<file path="config.mk">
export PLATFORM = sky130hd
export DESIGN_NAME = mem_responder
export DESIGN_NICKNAME = d
export VERILOG_FILES = /design/src/rtl/mem_responder_pkg.sv /design/src/rtl/mem_array_sp.sv /design/src/rtl/mem_responder.sv
export SDC_FILE = /design/constraint.sdc
export NUM_CORES = 2
export LEC_CHECK = 0
export CAP_MARGIN = 20
export CORE_MARGIN = 2
export CORE_UTILIZATION = 60
export DETAILED_ROUTE_END_ITERATION = 10
export PLACE_DENSITY = 0.76
export SETUP_SLACK_MARGIN = 0.15
export SYNTH_ARGS = -nofsm -noshare
export SYNTH_HDL_FRONTEND = slang
export SYNTH_SLANG_ARGS = --single-unit
</file>
<file path="constraint.sdc">
create_clock -name clk_i -period 4.6 [get_ports clk_i]
set_clock_uncertainty 0.05 [all_clocks]
set_input_delay 1.38 -clock clk_i [delete_from_list [all_inputs] [get_ports clk_i]]
set_output_delay 1.38 -clock clk_i [all_outputs]
set_load 0.01 [all_outputs]
</file>
<file path="src/rtl/mem_responder_pkg.sv">
// mem_responder_pkg: shared state encoding, default widths and the init
// counter width helper for the memory responder and its storage array.
package mem_responder_pkg;

  typedef enum logic [1:0] {
    ST_INIT   = 2'd0,
    ST_IDLE   = 2'd1,
    ST_ACCESS = 2'd2,
    ST_ACK    = 2'd3
  } state_e;

  localparam int DEF_DATA_WIDTH  = 16;
  localparam int DEF_ADDR_WIDTH  = 8;
  localparam int DEF_INIT_CYCLES = 48;

  // Width able to hold 0..n; never narrower than one bit so n=0 still builds.
  function automatic int cnt_width(input int n);
    return (n < 1) ? 1 : $clog2(n + 1);
  endfunction

endpackage

</file>
<file path="src/rtl/mem_array_sp.sv">
// mem_array_sp: single-port synchronous word array with registered read.
// No reset on the storage or the read register, so it maps onto block RAM.
//   clk_i  - clock
//   we     - write enable (active high), writes wdata to addr on the edge
//   addr   - word address for both read and write
//   wdata  - write data
//   rdata  - registered read data, valid the cycle after addr is presented
module mem_array_sp #(
  parameter int DATA_WIDTH = 16,
  parameter int ADDR_WIDTH = 8
) (
  input  logic                  clk_i,
  input  logic                  we,
  input  logic [ADDR_WIDTH-1:0] addr,
  input  logic [DATA_WIDTH-1:0] wdata,
  output logic [DATA_WIDTH-1:0] rdata
);

  logic [DATA_WIDTH-1:0] mem_q [2**ADDR_WIDTH];

  always_ff @(posedge clk_i) begin
    if (we) mem_q[addr] <= wdata;
    rdata <= mem_q[addr];
  end

endmodule

</file>
<file path="src/rtl/mem_responder.sv">
// mem_responder: responder end of the req/ready/ack memory interface.
// Holds off all requests for INIT_CYCLES clocks after reset, then serves one
// read or write every three clocks (IDLE -> ACCESS -> ACK).
//   clk_i        - clock
//   reset_ni     - asynchronous active-low reset
//   req_i        - request strobe, sampled while ready_o=1
//   write_en_ni  - 0 = write, 1 = read, sampled with req_i
//   address_i    - word address, sampled with req_i
//   data_i       - write data, sampled with req_i
//   ready_o      - request can be accepted on this edge
//   ack_o        - one-cycle completion pulse
//   data_o       - read data, holds the last completed read
module mem_responder
  import mem_responder_pkg::*;
#(
  parameter int DATA_WIDTH  = DEF_DATA_WIDTH,
  parameter int ADDR_WIDTH  = DEF_ADDR_WIDTH,
  parameter int INIT_CYCLES = DEF_INIT_CYCLES
) (
  input  logic                  clk_i,
  input  logic                  reset_ni,
  input  logic                  req_i,
  input  logic                  write_en_ni,
  input  logic [ADDR_WIDTH-1:0] address_i,
  input  logic [DATA_WIDTH-1:0] data_i,
  output logic                  ready_o,
  output logic                  ack_o,
  output logic [DATA_WIDTH-1:0] data_o
);

  localparam int CW = cnt_width(INIT_CYCLES);
  // With INIT_CYCLES=0 the terminal value is 0, which the counter already
  // holds after reset, so INIT is left on the first edge without a special case.
  localparam logic [CW-1:0] CNT_LAST = CW'((INIT_CYCLES > 0) ? INIT_CYCLES - 1 : 0);

  state_e                state_q, state_d;
  logic [CW-1:0]         cnt_q, cnt_d;
  logic [ADDR_WIDTH-1:0] addr_q, addr_d;
  logic [DATA_WIDTH-1:0] wdata_q, wdata_d;
  logic                  we_n_q, we_n_d;
  logic [DATA_WIDTH-1:0] dout_q, dout_d;
  logic [DATA_WIDTH-1:0] rdata;
  logic                  ram_we;

  // The array is addressed from the latched request only, so inputs may move
  // freely once the request is taken. Its read register captures on the
  // ACCESS edge and is therefore valid throughout ACK.
  assign ram_we = (state_q == ST_ACCESS) && !we_n_q;

  mem_array_sp #(
    .DATA_WIDTH(DATA_WIDTH),
    .ADDR_WIDTH(ADDR_WIDTH)
  ) u_array (
    .clk_i(clk_i),
    .we   (ram_we),
    .addr (addr_q),
    .wdata(wdata_q),
    .rdata(rdata)
  );

  always_comb begin
    state_d = state_q;
    cnt_d   = cnt_q;
    addr_d  = addr_q;
    wdata_d = wdata_q;
    we_n_d  = we_n_q;
    dout_d  = dout_q;
    unique case (state_q)
      ST_INIT: begin
        cnt_d = cnt_q + 1'b1;
        if (cnt_q == CNT_LAST) state_d = ST_IDLE;
      end
      ST_IDLE: begin
        if (req_i) begin
          addr_d  = address_i;
          wdata_d = data_i;
          we_n_d  = write_en_ni;
          state_d = ST_ACCESS;
        end
      end
      ST_ACCESS: state_d = ST_ACK;
      ST_ACK: begin
        // Keep the read result so data_o holds it after ACK.
        if (we_n_q) dout_d = rdata;
        state_d = ST_IDLE;
      end
      default: state_d = ST_INIT;
    endcase
  end

  always_ff @(posedge clk_i or negedge reset_ni) begin
    if (!reset_ni) begin
      state_q <= ST_INIT;
      cnt_q   <= '0;
      addr_q  <= '0;
      wdata_q <= '0;
      we_n_q  <= 1'b1;
      dout_q  <= '0;
    end else begin
      state_q <= state_d;
      cnt_q   <= cnt_d;
      addr_q  <= addr_d;
      wdata_q <= wdata_d;
      we_n_q  <= we_n_d;
      dout_q  <= dout_d;
    end
  end

  assign ready_o = (state_q == ST_IDLE);
  assign ack_o   = (state_q == ST_ACK);
  // During a read ACK the fresh array output is shown directly; otherwise the
  // held copy, which reset clears so data_o reads 0 immediately.
  assign data_o  = (state_q == ST_ACK && we_n_q) ? rdata : dout_q;

endmodule

</file>
Yosys cells after proc, flatten, opt, wreduce, memory -nomap -nowiden --
Memories as Yosys holds them, arrays and structs flattened. A register that Yosys moved wholly into a read port is not among the register bits. Index checks and enable logic that the tools add are counted.
Cells by class: add/subtract/negate cells 1, eq/ne operators 6, mux-type cells 6, reduce and logical (&&, ||, !) cells 7
Operators with widths (number):
- $mux W16 | 1
- $pmux W2 S4 | 1
- $add A6 B1 Y6 const B | 1
- $eq A6 B6 Y1 const B | 1
- $reduce_and A2 Y1 | 3
- $eq A2 B2 Y1 const B | 2
- $mux W2 | 2
- $ne A2 B2 Y1 const B | 2
- $eq A2 B1 Y1 const B | 1
- $logic_and A1 B1 Y1 | 2
- $logic_not A2 Y1 | 1
- $mux W1 | 2
- $logic_not A1 Y1 | 1
Storage, ports and cells: register bits after elaboration 49, bits in writable memories 4096, bits of input ports 28, output and inout bits 18, memories kept 1
Memory list:
- u_array.mem_q | words 256, bits a word 16, rd ports 1, clocked after Yosys merged registers in 1, wr ports 1, line mem_array_sp.sv:19 | logic [DATA_WIDTH-1:0] mem_q [2**ADDR_WIDTH];

Logic depth before layout (Yosys ltp) --
depth after elaboration 4, mapped depth 9

Hierarchy --
A second synthesis with hierarchy kept.
Second synthesis, totals: cells, all modules 6858, area, all modules 157392.2 um2
By module, submodules not included:
- mem_array_sp | instances 1, cells an instance 6727, area each 155399.0 um2, seq. area each 123318.3 um2
- mem_responder | instances 1, cells an instance 131, area each 1993.2 um2, seq. area each 1227.4 um2

Worst setup path before layout --
No wires, ideal clock.
path type register to register, from register wdata_q[0], to memory u_array.mem_q[0][0], data pin, arrival time 3.179 ns, setup slack 0.568 ns, stages on the path, launching flop included 1, buffers on the path 0, cells stage by stage dfrtp_1
RTL lines:
- start: declaration | line mem_responder.sv:39 | logic [DATA_WIDTH-1:0] wdata_q, wdata_d;
- start signal: assignment | line mem_responder.sv:103 | wdata_q <= wdata_d;
- end: declaration | line mem_array_sp.sv:19
Straight into the memory's write port.

Final worst setup path --
from register state_q[0], to output port data_o[4]
On the way: word-level cells in the longest chain between the ends 3
RTL lines:
- start: declaration | line mem_responder.sv:36 | state_e state_q, state_d;
- start signal: assignment | line mem_responder.sv:100 | state_q <= state_d;
- $eq A2 B2 Y1 | line mem_responder.sv:113 | assign data_o = (state_q == ST_ACK && we_n_q) ? rdata : dout_q;
- $logic_and A1 B1 Y1 | line mem_responder.sv:113
- $mux W16 | line mem_responder.sv:113
- end: declaration | line mem_responder.sv:28 | output logic [DATA_WIDTH-1:0] data_o
No other way between the ends.

==> summary.md <==
| Metric | Value |
|---|---|
| Vias in the first global route | `just under 80000` |
| Initial antenna violation count | `30` |
| Switch Pwr | `16.1 mW` |
| Sw frac | `0.208` |
| Routed len/inst | `approximately 37 um` |
| Final Setup Violations | `0` |
| CP max FO | `16` |
| Post-CTS setup buffers | `0` |
| Num CTS Buffers | `around 400` |
| Area leader, netlist | `edfxtp_1` |
| Leak pwr | `44.0 nW` |
| GRT overflow | `0` |
| Power Internal | `61.6 mW` |
| Largest net degree at the start of global routing | `~150` |
| CTS tree | `yes` |
| Endpoint class of the critical path | `output pin` |
| Library cells used by synthesis | `30` |
| RSZ-0062 raised after global routing | `true` |
| Die Wd | `approximately 520 um` |
| Cell count after placement | `approximately 11000` |
| Worst-Skew Late Latency | `990 ps` |
| Placed cell areas | `about 170000 um^2` |
| Clk root buf | `clkbuf_16` |
| Drt pass-1 iters | `6` |
| Crit path kind | `reg2out` |
| Clock power share | `0.426` |
| DR vias/cell | `just over 7` |
| Post-Route WL | `roughly 420000 um` |
| All-layer global routing usage | `0.318` |
| Io pins | `46` |
| Post-route DRC | `0` |
| WP data required | `3170 ps` |
| CTS Sinks | `between 4000 and 5000` |
| Total power | `just under 80 mW` |
| Core area | `between 200000 and 300000 um^2` |
| Worst Setup Start Kind | `register` |
| Setup slack, reg-to-reg | `approximately 340 ps` |
| Final Hold Slack | `between 400 and 500 ps` |
| Rows | `around 190` |
| Worst hold stages | `1` |
| Comb pwr share | `0.036` |
| Async SR Flop Fraction | `0.0118` |
| Via count | `80600` |
| Synth area leaders | `edfxtp_1, mux4_2, a22oi_1` |
| Busiest grt layer | `met2` |
| Pins Over Slew Limit | `0` |
| #FFs+latches synth | `approximately 4200` |
| Minimum clock period | `4340 ps` |
| Worst Hold Class | `reg2reg` |
| Syn_nets | `approximately 7000` |
| Critical R2R Capture | `u_array.rdata[11]$_DFF_P_` |
| Worst Tran Pin Value | `approximately 1200 ps` |
| Power per cell area | `435 nW/um^2` |
| Initial core utilization | `0.605` |
| Peak Freq | `between 200 and 250 MHz` |
| CP Data Arrival Time | `2910 ps` |
| RD Place Congestion | `between 0.8 and 0.9` |
| Post-DP HPWL | `about 240000 um` |
| Area of the die | `about 270000 um^2` |
| Pre-CTS setup slack | `345 ps` |
| R2R cell count | `9` |
| Synthesis Warnings | `0` |
| Clock transition at path regs | `60 ps` |
| Tcrit/Tclk final | `0.944` |
| Die Ht | `516 um` |
| Top_reg_cell synth | `edfxtp_1` |
| Setup TNS | `0 ps` |
| Layout cell share with drive strength beyond 1 | `0.295` |
| Clock Path Buffers | `4` |
| M1 GR Usage | `0.434` |
| Mapped Area | `between 150000 and 200000 um^2` |
| Met2 Track Usage GR | `0.484` |
| Syn Inst Count | `around 7000` |
| Max H-tree Level | `5` |
| VDD IR max | `roughly 350 uV` |
| Area share of the largest cell type after synthesis | `0.783` |
| Synth cell count leaders | `edfxtp_1, mux4_2, a22oi_1` |
| Setup WS post-layout | `about 260 ps` |
| Max_slew headroom | `0.223` |
| Final Hold Fails | `0` |
| Routed Antenna Nets | `0` |
| Worst Setup SP | `state_q[0]$_DFFE_PN0P_` |
| Register area share after synthesis | `0.792` |
| Layout area overhead | `13.8%` |
| Final instance count without filler cells | `around 11000` |
| Number of synthesized flops with an enable pin | `a little over 4000` |
| Status | `finished, final reports clean` |
| Layout Nets | `approximately 7500` |
| Worst setup endpoint | `data_o[4]` |
| First-pass GRT wire length | `about 590000 um` |
| IO buf count | `45` |
| Top-count cell post-synth | `edfxtp_1` |
| Max-Cap Viols | `0` |
| GR Layer Usage met3 | `0.0833` |
| Fin util | `0.688` |
| Reg2reg start | `addr_q[0]$_DFFE_PN0P_` |
| Syn avg cell area | `23.0 um^2` |
| Finished Cell Area | `between 150000 and 200000 um^2` |
| Sequential Power Share | `0.538` |
| Initial DRC count | `around 14000` |
flip-flops by register name, indices dropped and copies added, names as in the netlist:
signal and flops:
u_array.mem_q 4096, dout_q 16, u_array.rdata 16, wdata_q 16
addr_q 8, cnt_q 6, state_q 2, we_n_q 1
power groups by stage:
stage	registers, mW	clock network, mW	logic, mW
final	41.8	33.1	2.82
after global routing	41.8	34.6	2.93
after CTS	41.8	33.3	2.79
after detailed placement	42.6	0	2.77
after global placement	42.6	0	2.71
after floorplan	42.9	0	1.28
logic make-up after synthesis:
family                     after synthesis  share of synthesized area
DFF                                   4161                      0.792
and+or+nand+nor                        335                    0.00861
muxes                                 1067                      0.150
adders and majority gates                6                   0.000478
buffers and inverters                  419                     0.0121
xor gates and xnor gates                 5                   0.000279
AOI/OAI and AO/OA                      835                     0.0363
layer usage:
layer  vias to the layer above  share of wire
met1                     42200           0.34
met2                      6655           0.48
li1                      30700              -
met5                         -        0.00041
met4                        24          0.052
met3                      1067           0.13
what timing repair did:
item                       CTS  global route
cloned                       0             0
setup endpoints to repair   16             1
gates resized for setup      3             0
hold buffers                 0             0
final cells by class:
type | instances | area [um^2]
clock inverter | 216 | 2180
multi-input combinational | 2248 | 30900
inverter | 3 | 11.3
antenna | 30 | 75.1
tap | 3496 | 4370
clock buffer | 523 | 11000
fill | 14700 | 81000
timing repair buffer | 657 | 5840
sequential | 4161 | 125000
worst min path at each step:
stage | start | to
after floorplan | cnt_q[5]$_DFFE_PN0N_ | cnt_q[5]$_DFFE_PN0N_
after global placement | cnt_q[5]$_DFFE_PN0N_ | cnt_q[5]$_DFFE_PN0N_
after detailed placement | cnt_q[5]$_DFFE_PN0N_ | cnt_q[5]$_DFFE_PN0N_
after CTS | cnt_q[5]$_DFFE_PN0N_ | cnt_q[5]$_DFFE_PN0N_
after global routing | cnt_q[5]$_DFFE_PN0N_ | cnt_q[5]$_DFFE_PN0N_
final | cnt_q[5]$_DFFE_PN0N_ | cnt_q[5]$_DFFE_PN0N_
critical path, cell delays in order (launching register included):
cell	delay [ps]
dfrtp_1	440
ha_1	250
nand2_1	120
buf_12	240
mux2_2	380
clkdlybuf4s50_1	500
placed cells by master, fill, tap and decap left out, types with 7 or more instances in the layout:
cell type	netlist	final
o41ai_1	64	58
clkinv_1	0	81
buf_4	24	541
nand2_1	35	17
bufinv_16	0	42
a21oi_1	256	256
clkinvlp_4	0	18
nand2_2	0	18
clkbuf_16	0	417
nand4_1	18	18
clkdlybuf4s50_1	0	44
edfxtp_1	4096	4096
dfxtp_1	16	16
a22oi_1	512	512
dfrtp_1	48	30
clkinv_2	0	62
buf_12	0	65
buf_2	69	7
mux4_2	1024	1024
nor2_1	261	259
diode_2	0	30
clkbuf_1	264	92
clkbuf_8	0	14
mux2_2	43	43
dfrtp_4	0	18
No activity file was read; power rests on OpenSTA's default activity.
